### src/rtl/uart_alu_frame_engine.sv
// uart_alu_frame_engine: framed UART command parser feeding an ALU, with byte-wise result return
module uart_alu_frame_engine #(
  parameter int NB_BYTE = 8,
  parameter int NB_DATA = 16,
  parameter int NB_OP   = 6,
  parameter int TIMEOUT = 50000
) (
  input  logic               clk,
  input  logic               i_rst,
  input  logic [NB_BYTE-1:0] i_rx_data,
  input  logic               i_rx_done,
  input  logic               i_tx_done,
  output logic               o_tx_start,
  output logic [NB_BYTE-1:0] o_tx_data,
  output logic [NB_DATA-1:0] o_datoA,
  output logic [NB_DATA-1:0] o_datoB,
  output logic [NB_OP-1:0]   o_operation,
  output logic               o_valid,
  input  logic [NB_DATA-1:0] i_result,
  output logic               o_err,
  output logic [1:0]         o_err_code
);
  localparam int N_BYTES = NB_DATA / NB_BYTE;
  localparam int CW = $clog2(N_BYTES + 1);
  localparam int TW = $clog2(TIMEOUT + 1);
  typedef enum logic {P_IDLE, P_PAYLOAD} p_state_t;
  typedef enum logic [1:0] {T_IDLE, T_SEND, T_WAIT} t_state_t;
  typedef enum logic [1:0] {K_A, K_B, K_OP} kind_t;
  p_state_t p_state, p_next;
  t_state_t t_state, t_next;
  kind_t kind, kind_nx;
  logic [CW-1:0] byte_cnt, k;
  logic [TW-1:0] timer;
  logic [NB_DATA-1:0] shadow, shadow_nx, tx_sr;
  logic tag_ok, tag_hit, last, commit, bad_tag, tmo, ovr;
  // decode the incoming byte, detect frame end / timeout / overrun, and pick next states
  always_comb begin
    tag_ok = i_rx_data == NB_BYTE'('h08) || i_rx_data == NB_BYTE'('h10) || i_rx_data == NB_BYTE'('h20);
    kind_nx = i_rx_data == NB_BYTE'('h20) ? K_OP : i_rx_data == NB_BYTE'('h10) ? K_B : K_A;
    tag_hit = p_state == P_IDLE && i_rx_done && tag_ok;
    last = byte_cnt == (kind == K_OP ? CW'(0) : CW'(N_BYTES - 1));
    shadow_nx = shadow;
    shadow_nx[byte_cnt*NB_BYTE +: NB_BYTE] = i_rx_data;
    commit = p_state == P_PAYLOAD && i_rx_done && last;
    bad_tag = p_state == P_IDLE && i_rx_done && !tag_ok;
    tmo = p_state == P_PAYLOAD && !i_rx_done && timer == TW'(TIMEOUT - 1);
    ovr = o_valid && t_state != T_IDLE;
    p_next = p_state == P_IDLE ? (tag_hit ? P_PAYLOAD : P_IDLE) : (commit || tmo ? P_IDLE : P_PAYLOAD);
    t_next = t_state == T_IDLE ? (o_valid ? T_SEND : T_IDLE) :
             t_state == T_SEND ? T_WAIT :
             !i_tx_done ? T_WAIT : (k == CW'(N_BYTES - 1) ? T_IDLE : T_SEND);
    o_tx_start = t_state == T_SEND;
    o_tx_data = tx_sr[NB_BYTE-1:0];
  end
  // state registers for both FSMs
  always_ff @(posedge clk or posedge i_rst) begin
    if (i_rst) begin
      p_state <= P_IDLE;
      t_state <= T_IDLE;
    end else begin
      p_state <= p_next;
      t_state <= t_next;
    end
  end
  // payload assembly into the shadow and atomic commit of a completed frame
  always_ff @(posedge clk or posedge i_rst) begin
    if (i_rst) begin
      kind <= K_A;
      byte_cnt <= '0;
      timer <= '0;
      shadow <= '0;
      o_datoA <= '0;
      o_datoB <= '0;
      o_operation <= '0;
      o_valid <= 1'b0;
    end else begin
      o_valid <= commit && kind == K_OP;
      if (tag_hit) begin
        kind <= kind_nx;
        byte_cnt <= '0;
        timer <= '0;
        shadow <= '0;
      end else if (p_state == P_PAYLOAD && i_rx_done) begin
        shadow <= shadow_nx;
        byte_cnt <= byte_cnt + CW'(1);
        timer <= '0;
      end else if (p_state == P_PAYLOAD) begin
        timer <= timer + TW'(1);
      end
      if (commit && kind == K_A) o_datoA <= shadow_nx;
      if (commit && kind == K_B) o_datoB <= shadow_nx;
      if (commit && kind == K_OP) o_operation <= shadow_nx[NB_OP-1:0];
    end
  end
  // result capture and byte-wise shift-out towards the transmitter
  always_ff @(posedge clk or posedge i_rst) begin
    if (i_rst) begin
      tx_sr <= '0;
      k <= '0;
    end else if (t_state == T_IDLE && o_valid) begin
      tx_sr <= i_result;
      k <= '0;
    end else if (t_state == T_WAIT && i_tx_done) begin
      tx_sr <= tx_sr >> NB_BYTE;
      k <= k + CW'(1);
    end
  end
  // single error pulse per cycle, overrun beating timeout beating bad tag
  always_ff @(posedge clk or posedge i_rst) begin
    if (i_rst) begin
      o_err <= 1'b0;
      o_err_code <= 2'b00;
    end else begin
      o_err <= ovr || tmo || bad_tag;
      if (ovr || tmo || bad_tag) o_err_code <= ovr ? 2'b11 : tmo ? 2'b10 : 2'b01;
    end
  end
endmodule

### config.mk
export PLATFORM = sky130hd
export DESIGN_NAME = uart_alu_frame_engine
export DESIGN_NICKNAME = d
export VERILOG_FILES = /design/src/rtl/uart_alu_frame_engine.sv
export SDC_FILE = /design/constraint.sdc
export NUM_CORES = 1
export LEC_CHECK = 0
export ABC_CLOCK_PERIOD_IN_PS = 3950
export CAP_MARGIN = 10
export CORE_MARGIN = 3
export CORE_UTILIZATION = 50
export CTS_CLUSTER_SIZE = 24
export DETAILED_ROUTE_END_ITERATION = 8
export GPL_TIMING_DRIVEN = 0
export PLACE_DENSITY_LB_ADDON = 0.05
export SLEW_MARGIN = 20
export SYNTH_ARGS = -nofsm -noshare
export SYNTH_HDL_FRONTEND = slang
export SYNTH_SLANG_ARGS = --single-unit
### constraint.sdc
create_clock -name clk -period 3.95 [get_ports clk]
set_input_delay 0.79 -clock clk [delete_from_list [all_inputs] [get_ports clk]]
set_output_delay 0.79 -clock clk [all_outputs]
set_load 0.005 [all_outputs]
; Word-level counts from Yosys, hierarchy flattened
; Index checks and enable logic that the tools add are counted.
[classes]
shifts = 2
bitwise = 1
n_addsub = 4
eq_ne = 10
mux = 25
reduce_logical = 26
[op_table]
columns = op, n
row1 = $mux W16, 7
row2 = $neg A5 Y34, 1
row3 = $shift A8 B34 Y16 const A, 1
row4 = $shiftx A8 B34 Y16, 1
row5 = $mux W2, 10
row6 = $add A16 B1 Y16 const B, 1
row7 = $bwmux W16, 1
row8 = $eq A16 B16 Y1 const B, 1
row9 = $logic_and A1 B1 Y1, 13
row10 = $eq A8 B4 Y1 const B, 1
row11 = $eq A8 B5 Y1 const B, 1
row12 = $eq A8 B6 Y1 const B, 1
row13 = $mux W1, 7
row14 = $eq A2 B1 Y1 const B, 3
row15 = $reduce_bool A2 Y1, 3
row16 = $logic_or A1 B1 Y1, 5
row17 = $add A2 B1 Y2 const B, 2
row18 = $eq A2 B2 Y1 const B, 2
row19 = $logic_not A2 Y1, 2
row20 = $reduce_bool A3 Y1, 1
row21 = $eq A2 B1 Y1, 1
row22 = $logic_not A1 Y1, 2
row23 = $not A1 Y1, 1
[word_totals]
inputBits = 28
out_inout_bits = 51
register_bits = 99

; Longest topological paths before layout
; Gate-level depths: netlist of the first run.
[logic_depth]
word_depth = 7
mapped_depth = 7
depth_no_buf = 6

; Worst setup path after synthesis of the first run
; No wires, ideal clock.
[synth_path]
path_kind = in2reg
start = input port i_rx_done
end = register timer[11]
arrival_time_ns = 1.950
setup_slack_ns = 1.874
setup_ns = 0.126
path_stages = 5
t_required_ns = 3.824
path_cell_list = buf_4 -> or4b_4 -> nor2_8 -> a21oi_4 -> a221o_1
[synth_between]
elab_chain_cells = 3
elab_cells_between_ends = 6
[synth_lines]
columns = element, line
row1 = from (decl), 11  ; input logic i_rx_done,
row2 = "$logic_and A1 B1 Y1, on equally long branches", "83, 40"
row3 = $mux W16 / $logic_and A1 B1 Y1 (equally long branches), "83, 40"
row4 = $mux W16 / $reduce_bool A3 Y1 (equally long branches), -
row5 = to (signal assigned), 88  ; timer <= timer + TW'(1);
row6 = to (decl), 33  ; logic [TW-1:0] timer;
; Several ways; a longest one is shown, not always the timed one.
; A chain may end at the register's enable or synchronous reset.

; Worst setup path after layout of the first run
[layout_path]
start = input port i_rx_data[3]
end = register timer[13]
[layout_between]
elab_chain_cells = 5
elab_cells_between_ends = 8
[layout_lines]
columns = element, line
row1 = from (decl), 10  ; input logic [NB_BYTE-1:0] i_rx_data,
row2 = $eq A8 B4 Y1 / $eq A8 B5 Y1 (equally long branches), 38  ; tag_ok = i_rx_data == NB_BYTE'('h08) || i_rx_data == NB_BYTE'('h10) || i_rx_data == NB_BYTE'('h20);
row3 = $logic_or A1 B1 Y1, 38
row4 = $logic_or A1 B1 Y1 (*), 38
row5 = $logic_and A1 B1 Y1 (*), 40  ; tag_hit = p_state == P_IDLE && i_rx_done && tag_ok;
row6 = $reduce_bool A3 Y1 (no line) / $mux W16 (equally long branches), -
; Every way passes the cells marked *; elsewhere a longest branch is shown, timed or not.

==> results of run 1 <==
## metal layers
layer  vias up  track usage
met5         -            0
met1      1750       0.3165
li1       1759            -
met2        79       0.3214
met4         0      0.04601
met3         9      0.05165
## worst max-delay path, stage by stage
cell and delay [ns]:
sky130_fd_sc_hd__clkdlybuf4s50_1 0.71, sky130_fd_sc_hd__nor3b_1 0.37, sky130_fd_sc_hd__a21oi_1 0.14, sky130_fd_sc_hd__o21ai_0 0.44
sky130_fd_sc_hd__o21ai_0 0.17
## power by group through the flow
stage                     combinational (mW)  sequential [mW]  clock [mW]
after global routing                   0.801             1.32       0.753
after detailed placement               0.719             1.32           0
final                                  0.713             1.30       0.700
after CTS                              0.722             1.30       0.711
after global placement                 0.698             1.31           0
after floorplan                        0.444             1.29           0
## metrics by stage
stage | util | setup WS [ns] | hold WS (ns) | std cells | instance area (um^2)
2_1_floorplan | - | 0.5696 | 0.4472 | 449 | 4563
3_3_place_gp | 0.6188 | -0.9463 | 0.4611 | 632 | 5449
3_5_place_dp | 0.6225 | 1.220 | 0.4653 | 633 | 5482
4_1_cts | 0.6472 | 1.586 | 0.4901 | 649 | 5699
5_1_grt | 0.6472 | 1.241 | 0.5083 | 649 | 5699
6_report | 0.6472 | 1.564 | 0.4854 | 649 | 5699
## placed cells by master, fill, tap and decap left out, types with 5 or more instances in the layout
master | synthesis | layout
sky130_fd_sc_hd__dfrtp_1 | 99 | 99
sky130_fd_sc_hd__clkdlybuf4s50_1 | 0 | 75
sky130_fd_sc_hd__nand2_1 | 47 | 47
sky130_fd_sc_hd__a21oi_1 | 42 | 42
sky130_fd_sc_hd__nor2_1 | 39 | 39
sky130_fd_sc_hd__o21ai_0 | 23 | 23
sky130_fd_sc_hd__nor2b_1 | 19 | 19
sky130_fd_sc_hd__o2bb2ai_1 | 15 | 15
sky130_fd_sc_hd__clkbuf_1 | 12 | 12
sky130_fd_sc_hd__buf_4 | 10 | 10
sky130_fd_sc_hd__a31oi_1 | 10 | 10
sky130_fd_sc_hd__clkbuf_8 | 0 | 10
sky130_fd_sc_hd__inv_1 | 10 | 9
sky130_fd_sc_hd__buf_2 | 9 | 9
sky130_fd_sc_hd__nand3_1 | 9 | 9
sky130_fd_sc_hd__a22o_1 | 9 | 9
sky130_fd_sc_hd__a22oi_1 | 8 | 8
sky130_fd_sc_hd__nand4_1 | 7 | 7
sky130_fd_sc_hd__nor3_1 | 6 | 6
sky130_fd_sc_hd__nor4_1 | 6 | 6
sky130_fd_sc_hd__ha_1 | 5 | 5
## cells by family after synthesis
| logic type | share of synthesized area |
|---|---|
| compound gates | 0.1862 |
| simple gates | 0.1889 |
| fa+ha+maj | 0.01371 |
| flops | 0.5429 |
| xor+xnor | 0.01152 |
| buf+inv | 0.04551 |
| mux | 0.01124 |
## area by class of cell
class,count,area share
Clock buffer,10,0.02415
Clock inverter,6,0.01405
Timing Repair Buffer,76,0.1366
Inverter,10,0.007464
Multi-Input combinational cell,308,0.3295
Buffer,32,0.02986
Tap cell,108,0.02371
Sequential cell,99,0.4347
## registers in the layout, indices dropped and copies added, names as in the netlist, 2 cells and up
signal	count
o_err_code	2
t_state	2
tx_sr	16
kind	2
byte_cnt	2
k	2
shadow	16
o_datoB	16
o_datoA	16
timer	16
o_operation	6
## path summary, 6_finish.rpt
kind / endpoint / start
max: timer[13] / i_rx_data[3]
min: tx_sr[1] / tx_sr[1]
max reg2reg: o_datoB[0] / byte_cnt[0]
min reg2reg: tx_sr[1] / tx_sr[1]
max in group asynchronous: shadow[15] / i_rst
min in group asynchronous: tx_sr[5] / i_rst
==> Implementation_results.wiki, run 1 <==
{| class="wikitable"
! Metric !! Value
|-
| Status || finished, final reports clean
|-
| Post-CTS setup buffer count || 0
|-
| Net switching share of the total power || 0.3163
|-
| Internal power || 1.855 mW
|-
| Routability cong. || 0.8084
|-
| I/O Pins || 79
|-
| Part of the power in registers || 0.479
|-
| Initial Util || 0.5182
|-
| Uppermost signal routing layer after detailed routing || met4
|-
| Power per unit of standard cell area || 476.0 mW/mm^2
|-
| Global-route wire length before repair || 17390 um
|-
| Max_cap viols || 0
|-
| Largest cells by area after synthesis || sky130_fd_sc_hd__dfrtp_1 (54%), sky130_fd_sc_hd__a21oi_1 (4.6%), sky130_fd_sc_hd__nand2_1 (3.9%)
|-
| Internal reg-to-reg setup slack || 1.57 ns
|-
| Worst Setup Start Kind || primary input
|-
| Worst min path class || flip-flop to flip-flop
|-
| Required time reported for the critical path endpoint || 4.18 ns
|-
| Slew HR || 0.4424
|-
| Relative area change from synthesis to final layout || 24.90%
|-
| Total CTS buffers || 9
|-
| Final hold violation count || 0
|-
| Maximum operating frequency || 0.4191 GHz
|-
| Number of antenna cells inserted || 0
|-
| Warning count from the yosys run || 0
|-
| Switching Power || 0.8580 mW
|-
| Via count of the first global-routing pass || 3461
|-
| Count of nets after finishing || 569
|-
| Leakage power total || 2.528 nW
|-
| Number of gates resized after CTS || 0
|-
| Global Route Usage Sum || 0.2138
|-
| Logic pwr share || 0.263
|-
| Detailed-route vias per instance || 5.542
|-
| Register area share after synthesis || 0.5429
|-
| Final worst clock skew || 0.01284 ns
|-
| Filler Cells Inserted || 741
|-
| Mean instance size in the synthesized netlist || 10.16 um^2
|-
| Die boundary height || 101.5 um
|-
| Area fraction of the dominant cell type after synthesis || 0.5429
|-
| Root buf cell || sky130_fd_sc_hd__clkbuf_8
|-
| Fraction of layout cells with a size suffix above 1 || 0.1054
|-
| Post-synth design cell area || 0.004563 mm^2
|-
| Cells after Synth || 449
|-
| Number of cells on the worst hold path || 2
|-
| Depth of the most critical reg-to-reg path || 7
|-
| Final period demand of the worst path || 2.386 ns
|-
| Maximum level of the CTS H-tree || 3
|-
| Number of enable flip-flop cells after synthesis || 0
|-
| Cell Rows || 34
|-
| Initial antenna violation count || 0
|-
| Placeable core region || 0.008806 mm^2
|-
| Pre-Repair DR Iteration Count || 4
|-
| Die outline area || 0.01031 mm^2
|-
| Final cycle utilization of the critical path || 0.6041
|-
| Clk_lat worst skew || 0.37 ns
|-
| Final ANT Viol Nets || 0
|-
| Total Neg Setup Slack || 0 ns
|-
| Footprint of the flip-flops and latches || 0.002477 mm^2
|-
| Synth cell count leaders || sky130_fd_sc_hd__dfrtp_1 (99), sky130_fd_sc_hd__nand2_1 (47), sky130_fd_sc_hd__a21oi_1 (42)
|-
| Tightest Pin Transition || 0.8300 ns
|-
| Post-route met1 wirelength || 5061 um
|-
| Unrepaired setup endpoints after global routing || false
|-
| Leading register cell type out of synthesis || sky130_fd_sc_hd__dfrtp_1
|-
| Final Setup Violations || 0
|-
| Worst setup EP type || flip-flop
|-
| FFs w/ async S/R, synth || 1.000
|-
| Clock tree from TritonCTS || done
|-
| Most repeated cell in the gate-level netlist after synthesis || sky130_fd_sc_hd__dfrtp_1
|-
| Setup Crit Path Kind || primary input to flip-flop
|-
| Clock slew at reported path FFs || 0.11 ns
|-
| Largest net degree at the start of global routing || 60
|-
| Routed Wire Length || 10510 um
|-
| Sinks on Clock Net || 99
|-
| Slew Viols, Final || 0
|-
| Hold_buf cts || 0
|-
| Most area-hungry cell type in the Yosys netlist || sky130_fd_sc_hd__dfrtp_1
|-
| Pwr Total || 2.713 mW
|-
| Data arrival time of the worst path || 2.62 ns
|-
| Cell variety after synth || 58
|-
| Wire length per cell after detailed routing || 16.19 um
|-
| Total nets after synthesis || 482
|-
| Yosys reg bits || 99
|-
| Final routed DRC violation total || 0
|-
| Length of routed met2 wiring || 4853 um
|-
| Proportion of power drawn by the clock network || 0.258
|-
| Routed length on met3 || 481 um
|-
| Initial detailed-routing violation count || 165
|-
| Highest fanout seen on the critical path || 8
|-
| GRT Residual Overflow || 0
|-
| Total area of multi-input combinational cells || 0.001878 mm^2
|-
| Port Buffer Count || 75
|-
| Via total after detailed routing || 3597
|-
| DP HPWL || 7533 um
|-
| Die Wd || 101.5 um
|-
| Worst IR drop on VDD || 0.3854 mV
|-
| Clock buffer depth || 2
|}
(Power assumes the default switching activity.)
==> run 2: changes to the inputs <==
- ABC_CLOCK_PERIOD_IN_PS: 3950 -> 2210
- clock period: 3.95 -> 2.21 ns (I/O delays scaled with it)
==> Implementation_results.wiki, run 2 (synthesized netlist as in run 1, its figures left out) <==
{| class="wikitable"
! Metric !! Value
|-
| Status || finished, final reports clean (unchanged)
|-
| Via total after detailed routing || 3664 (was 3597)
|-
| Relative area change from synthesis to final layout || 25.50% (was 24.90%)
|-
| Setup Crit Path Kind || primary input to flip-flop (unchanged)
|-
| Worst IR drop on VDD || 0.5357 mV (was 0.3854 mV)
|-
| Count of nets after finishing || 571 (was 569)
|-
| Launch instance of the worst register-to-register path || byte_cnt[0] (unchanged)
|-
| Global Route Usage Sum || 0.2181 (was 0.2138)
|-
| Tightest Pin Transition || 0.5774 ns (was 0.8300 ns)
|-
| I/O Pins || 79 (unchanged)
|-
| Placeable core region || 0.008806 mm^2 (unchanged)
|-
| Via count of the first global-routing pass || 3587 (was 3461)
|-
| Unrepaired setup endpoints after global routing || false (unchanged)
|-
| Pwr Total || 4.768 mW (was 2.713 mW)
|-
| Filler Cells Inserted || 740 (was 741)
|-
| Wire length per cell after detailed routing || 16.30 um (was 16.19 um)
|-
| DP HPWL || 7707 um (was 7533 um)
|-
| Post-layout instance area || 0.005727 mm^2 (was 0.005699 mm^2)
|-
| Final routed DRC violation total || 0 (unchanged)
|-
| Final hold violation count || 0 (unchanged)
|-
| Clock buffer depth || 2 (unchanged)
|-
| Power per unit of standard cell area || 832.5 mW/mm^2 (was 476.0 mW/mm^2)
|-
| Final period demand of the worst path || 2.028 ns
|-
| Worst Setup Start Kind || primary input (unchanged)
|-
| Root buf cell || sky130_fd_sc_hd__clkbuf_8 (unchanged)
|-
| GRT Residual Overflow || 0 (unchanged)
|-
| Maximum level of the CTS H-tree || 3 (unchanged)
|-
| Slew Viols, Final || 0 (unchanged)
|-
| Final Util || 0.6503 (was 0.6472)
|-
| Min setup slack post-route || 0.1825 ns (was 1.564 ns)
|-
| Clock slew at reported path FFs || 0.11 ns (about the same)
|-
| Final ANT Viol Nets || 0 (unchanged)
|-
| Routed Wire Length || 10610 um (was 10510 um)
|-
| Footprint of the flip-flops and latches || 0.002477 mm^2 (unchanged)
|-
| Largest net degree at the start of global routing || 35 (was 60)
|-
| Critical Path Sink || byte_cnt[0] (was timer[13])
|-
| Routability cong. || 0.8266 (was 0.8084)
|-
| Highest fanout seen on the critical path || 8 (unchanged)
|-
| Total area of multi-input combinational cells || 0.001889 mm^2 (was 0.001878 mm^2)
|-
| Data arrival time of the worst path || 2.26 ns (was 2.62 ns)
|-
| Total CTS buffers || 9 (unchanged)
|-
| Most frequent standard cell in the layout excluding fill and tap cells || sky130_fd_sc_hd__dfrtp_1 (unchanged)
|-
| Clk_lat worst skew || 0.38 ns (was 0.37 ns)
|-
| Leakage power total || 2.537 nW (was 2.528 nW)
|-
| Final cycle utilization of the critical path || 0.9174
|-
| Number of antenna cells inserted || 0 (unchanged)
|-
| Detailed-route vias per instance || 5.628 (was 5.542)
|-
| Global-route wire length before repair || 17750 um (was 17390 um)
|-
| Die outline area || 0.01031 mm^2 (unchanged)
|-
| Hold path start || i_rx_data[5] (was tx_sr[1])
|-
| Initial Util || 0.5182 (unchanged)
|-
| Final std cells w/o fill || 651 (was 649)
|-
| Final Setup Violations || 0 (unchanged)
|-
| Die Wd || 101.5 um (unchanged)
|-
| Required time reported for the critical path endpoint || 2.44 ns (was 4.18 ns)
|-
| Slew HR || 0.6134 (was 0.4424)
|-
| Port Buffer Count || 75 (unchanged)
|-
| Sinks on Clock Net || 99 (unchanged)
|-
| Initial detailed-routing violation count || 145 (was 165)
|-
| Die boundary height || 101.5 um (unchanged)
|-
| Worst setup EP type || flip-flop (unchanged)
|-
| Cell total after placement || 635 (was 633)
|-
| Internal reg-to-reg setup slack || 0.23 ns (was 1.57 ns)
|-
| Most used cells in the layout excluding fill and tap cells || sky130_fd_sc_hd__dfrtp_1 (99), sky130_fd_sc_hd__clkdlybuf4s50_1 (75), sky130_fd_sc_hd__nand2_1 (47), sky130_fd_sc_hd__a21oi_1 (42), sky130_fd_sc_hd__nor2_1 (39) (unchanged)
|-
| Final worst clock skew || 0.01182 ns (was 0.01284 ns)
|-
| Pre-Repair DR Iteration Count || 5 (was 4)
|-
| Maximum operating frequency || 0.4932 GHz
|-
| Depth of the most critical reg-to-reg path || 7 (unchanged)
|-
| Cell area reported after detailed placement || 0.005520 mm^2 (was 0.005482 mm^2)
|-
| Post-Place Setup Slack || -0.1729 ns (was 1.220 ns)
|-
| Clock tree from TritonCTS || done (unchanged)
|-
| Cell Rows || 34 (unchanged)
|-
| Crit path from || i_rx_data[3] (unchanged)
|-
| Fraction of layout cells with a size suffix above 1 || 0.1123 (was 0.1054)
|-
| Worst R2R End || o_datoB[3] (was o_datoB[0])
|-
| Final worst hold slack || 0.3855 ns (was 0.4854 ns)
|-
| Hold_buf cts || 0 (unchanged)
|-
| Initial antenna violation count || 0 (unchanged)
|-
| Max_cap viols || 0 (unchanged)
|-
| Total Neg Setup Slack || 0 ns (unchanged)
|-
| Worst min path class || primary input to flip-flop (was flip-flop to flip-flop)
|}
## run 2: critical path: stages
cell                              delay, ns
sky130_fd_sc_hd__clkdlybuf4s50_1       0.68
sky130_fd_sc_hd__nor3b_1               0.39
sky130_fd_sc_hd__a21oi_1               0.14
sky130_fd_sc_hd__o21ai_1               0.45
sky130_fd_sc_hd__mux2i_1               0.16
## run 2: worst min-delay path by stage
stage | depth (start not counted) | endpoint | slack [ns]
floorplan | 2 | tx_sr[0] | 0.45
global placement | 2 | tx_sr[1] | 0.46
detailed placement | 2 | k[1] | 0.47
CTS | 2 | kind[0] | 0.36
global route | 2 | kind[0] | 0.39
finish | 2 | kind[0] | 0.39
## run 2: area by class of cell
class / count / share of cell area
clock inverters: 7 / 0.01224
multi-input cells: 308 / 0.3299
repair buffers: 78 / 0.1429
inverters: 10 / 0.007210
well taps: 108 / 0.02360
flip-flops and latches: 99 / 0.4326
plain buffers: 32 / 0.02993
clock buffers: 9 / 0.02163
## run 2: what timing repair did
action	CTS	global route
gates resized for setup	1	3
setup endpoints to repair	30	27
buffers inserted	0	0
## run 2: power by group
group          internal [mW]  leakage [nW]  switching, mW
Clock                  0.443         0.101          0.701
Combinational          0.641          1.09          0.661
Sequential              2.11          1.35          0.211
## run 2: layer usage
metal,wire length (um),GRT usage
met2,5044,0.3360
met3,628,0.05441
met4,133,0.06033
met1,4806,0.3089
met5,0,0
==> run 3: changes to the inputs <==
- DONT_BUFFER_PORTS: unset -> 1
==> Implementation_results.wiki, run 3 (synthesized netlist as in run 1, its figures left out) <==
{| class="wikitable"
! Metric !! Value
|-
| Status || finished, final reports clean (unchanged)
|-
| Sinks on Clock Net || 99 (unchanged)
|-
| Setup Crit Path Kind || flip-flop to flip-flop (was primary input to flip-flop)
|-
| Worst setup EP type || flip-flop (unchanged)
|-
| Relative area change from synthesis to final layout || 9.295% (was 25.50%)
|-
| Clock buffer depth || 2 (unchanged)
|-
| Pre-Repair DR Iteration Count || 6 (was 5)
|-
| I/O Pins || 79 (unchanged)
|-
| Worst Setup Start Kind || flip-flop (was primary input)
|-
| Leakage power total || 2.268 nW (was 2.537 nW)
|-
| Final hold violation count || 0 (unchanged)
|-
| Total CTS buffers || 9 (unchanged)
|-
| Total Neg Setup Slack || 0 ns (unchanged)
|-
| Cell Rows || 34 (unchanged)
|-
| Most frequent standard cell in the layout excluding fill and tap cells || sky130_fd_sc_hd__dfrtp_1 (unchanged)
|-
| Clk_lat worst skew || 0.36 ns (was 0.38 ns)
|-
| Initial antenna violation count || 0 (unchanged)
|-
| Maximum operating frequency || 0.4960 GHz (was 0.4932 GHz)
|-
| Die Wd || 101.5 um (unchanged)
|-
| Most used cells in the layout excluding fill and tap cells || sky130_fd_sc_hd__dfrtp_1 (99), sky130_fd_sc_hd__nand2_1 (47), sky130_fd_sc_hd__a21oi_1 (42), sky130_fd_sc_hd__nor2_1 (39), sky130_fd_sc_hd__o21ai_0 (23) (was sky130_fd_sc_hd__dfrtp_1 (99), sky130_fd_sc_hd__clkdlybuf4s50_1 (75), sky130_fd_sc_hd__nand2_1 (47), sky130_fd_sc_hd__a21oi_1 (42), sky130_fd_sc_hd__nor2_1 (39))
|-
| Placeable core region || 0.008806 mm^2 (unchanged)
|-
| Number of antenna cells inserted || 0 (unchanged)
|-
| Data arrival time of the worst path || 2.30 ns (was 2.26 ns)
|-
| Clock slew at reported path FFs || 0.11 ns (about the same)
|-
| Largest net degree at the start of global routing || 35 (unchanged)
|-
| Filler Cells Inserted || 813 (was 740)
|-
| Via count of the first global-routing pass || 3338 (was 3587)
|-
| Final ANT Viol Nets || 0 (unchanged)
|-
| Highest fanout seen on the critical path || 9 (was 8)
|-
| Initial detailed-routing violation count || 148 (was 145)
|-
| Worst min path class || primary input to flip-flop (unchanged)
|-
| Tightest Pin Transition || 0.6067 ns (was 0.5774 ns)
|-
| Die boundary height || 101.5 um (unchanged)
|-
| Final period demand of the worst path || 2.016 ns (was 2.028 ns)
|-
| Final cycle utilization of the critical path || 0.9122 (was 0.9174)
|-
| Slew Viols, Final || 0 (unchanged)
|-
| Global Route Usage Sum || 0.2119 (was 0.2181)
|-
| Wire length per cell after detailed routing || 18.33 um (was 16.30 um)
|-
| Crit path from || byte_cnt[0] (was i_rx_data[3])
|-
| Final routed DRC violation total || 0 (unchanged)
|-
| Initial Util || 0.5182 (unchanged)
|-
| Port Buffer Count || 0 (was 75)
|-
| Worst IR drop on VDD || 0.6013 mV (was 0.5357 mV)
|-
| Max_cap viols || 0 (unchanged)
|-
| Final worst clock skew || 0.01157 ns (was 0.01182 ns)
|-
| Post-CTS setup buffer count || 0 (unchanged)
|-
| Hold path start || i_rx_data[3] (was i_rx_data[5])
|-
| Slew HR || 0.5938 (was 0.6134)
|-
| Final Setup Violations || 0 (unchanged)
|-
| Root buf cell || sky130_fd_sc_hd__clkbuf_8 (unchanged)
|-
| Die outline area || 0.01031 mm^2 (unchanged)
|-
| Required time reported for the critical path endpoint || 2.49 ns (was 2.44 ns)
|-
| Routability cong. || 0.8246 (was 0.8266)
|-
| Power per unit of standard cell area || 921.1 mW/mm^2 (was 832.5 mW/mm^2)
|-
| GRT Residual Overflow || 0 (unchanged)
|-
| Unrepaired setup endpoints after global routing || false (unchanged)
|-
| Via total after detailed routing || 3334 (was 3664)
|-
| Global-route wire length before repair || 17060 um (was 17750 um)
|-
| Routed Wire Length || 10540 um (was 10610 um)
|-
| Clock tree from TritonCTS || done (unchanged)
|-
| Detailed-route vias per instance || 5.798 (was 5.628)
|-
| Final Util || 0.5664 (was 0.6503)
|-
| Count of nets after finishing || 496 (was 571)
|-
| Launch instance of the worst register-to-register path || byte_cnt[0] (unchanged)
|-
| Fraction of layout cells with a size suffix above 1 || 0.1263 (was 0.1123)
|-
| Maximum level of the CTS H-tree || 3 (unchanged)
|-
| DP HPWL || 7626 um (was 7707 um)
|}
==> run 3: cell count changes in the layout (fill, tap and decap cells not counted), sizes merged <==
cell / before / now
bufinv: 0 / 1
inv: 13 / 12
clkbuf: 22 / 21
clkinv: 3 / 2
clkdlybuf4s50: 75 / 0
dlygate4sd3: 0 / 1
==> run 3: power breakdown <==
group / leakage [nW] / total (mW) / internal (mW) / switching, mW
Clock: 0.105 / 1.22 / 0.545 / 0.675
Combinational: 0.817 / 1.03 / 0.429 / 0.606
Sequential: 1.35 / 2.34 / 2.11 / 0.227
Total: 2.27 / 4.59 / 3.09 / 1.51
==> run 3: area by class of cell <==
class	count	area, um^2	area share
Timing Repair Buffer	4	70.07	0.01405
Tap cell	108	135.1	0.02709
Clock buffer	9	123.9	0.02484
Multi-Input combinational cell	308	1889	0.3788
Buffer	31	166.4	0.03337
Sequential cell	99	2477	0.4967
Inverter	10	41.29	0.008279
Clock inverter	6	83.83	0.01681
==> run 3: layer usage <==
| metal | vias up | wire length (um) | track usage |
|---|---|---|---|
| li1 | 1620 | - | - |
| met1 | 1618 | 4784 | 0.2963 |
| met2 | 88 | 5035 | 0.3330 |
| met3 | 8 | 635 | 0.05992 |
| met4 | 0 | 83 | 0.04294 |
| met5 | - | 0 | 0 |
==> run 3: critical path, cell delays in order, from the launching register on <==
cell	delay [ns]
sky130_fd_sc_hd__dfrtp_1	0.40
sky130_fd_sc_hd__buf_2	0.19
sky130_fd_sc_hd__inv_1	0.09
sky130_fd_sc_hd__ha_1	0.34
sky130_fd_sc_hd__nand2_1	0.15
sky130_fd_sc_hd__nor3_4	0.30
sky130_fd_sc_hd__a21oi_1	0.24
sky130_fd_sc_hd__o21ai_0	0.24
==> run 3: worst paths after layout <==
path,to,slack [ns],depth (start not counted)
worst max register to register,o_datoB[3],0.19,7
worst min-delay path,kind[0],0.16,1
worst max-delay path,o_datoB[3],0.19,7
min in group asynchronous,timer[15],0.52,2
worst min register to register,tx_sr[7],0.48,2
max in group asynchronous,t_state[0],1.03,4
==> run 3: what timing repair did <==
item,in CTS,in global routing
cloned,0,0
hold buffers,1,0
endpoints found under the hold margin,10,0
endpoints found under the setup margin,30,30
resized for setup,1,1
==> run 3: metrics by stage <==
stage	power [mW]	instances	instance area (um^2)	hold slack [ns]	worst slack (ns)
after floorplan	3.107	449	4567	0.4472	0.3633
after global placement	3.347	557	4702	0.4585	-0.1380
after detailed placement	3.394	560	4762	0.2997	-0.2436
after CTS	4.623	576	4985	0.1469	0.06320
after global routing	4.869	575	4987	0.1356	0.01095
final	4.594	575	4987	0.1561	0.1940
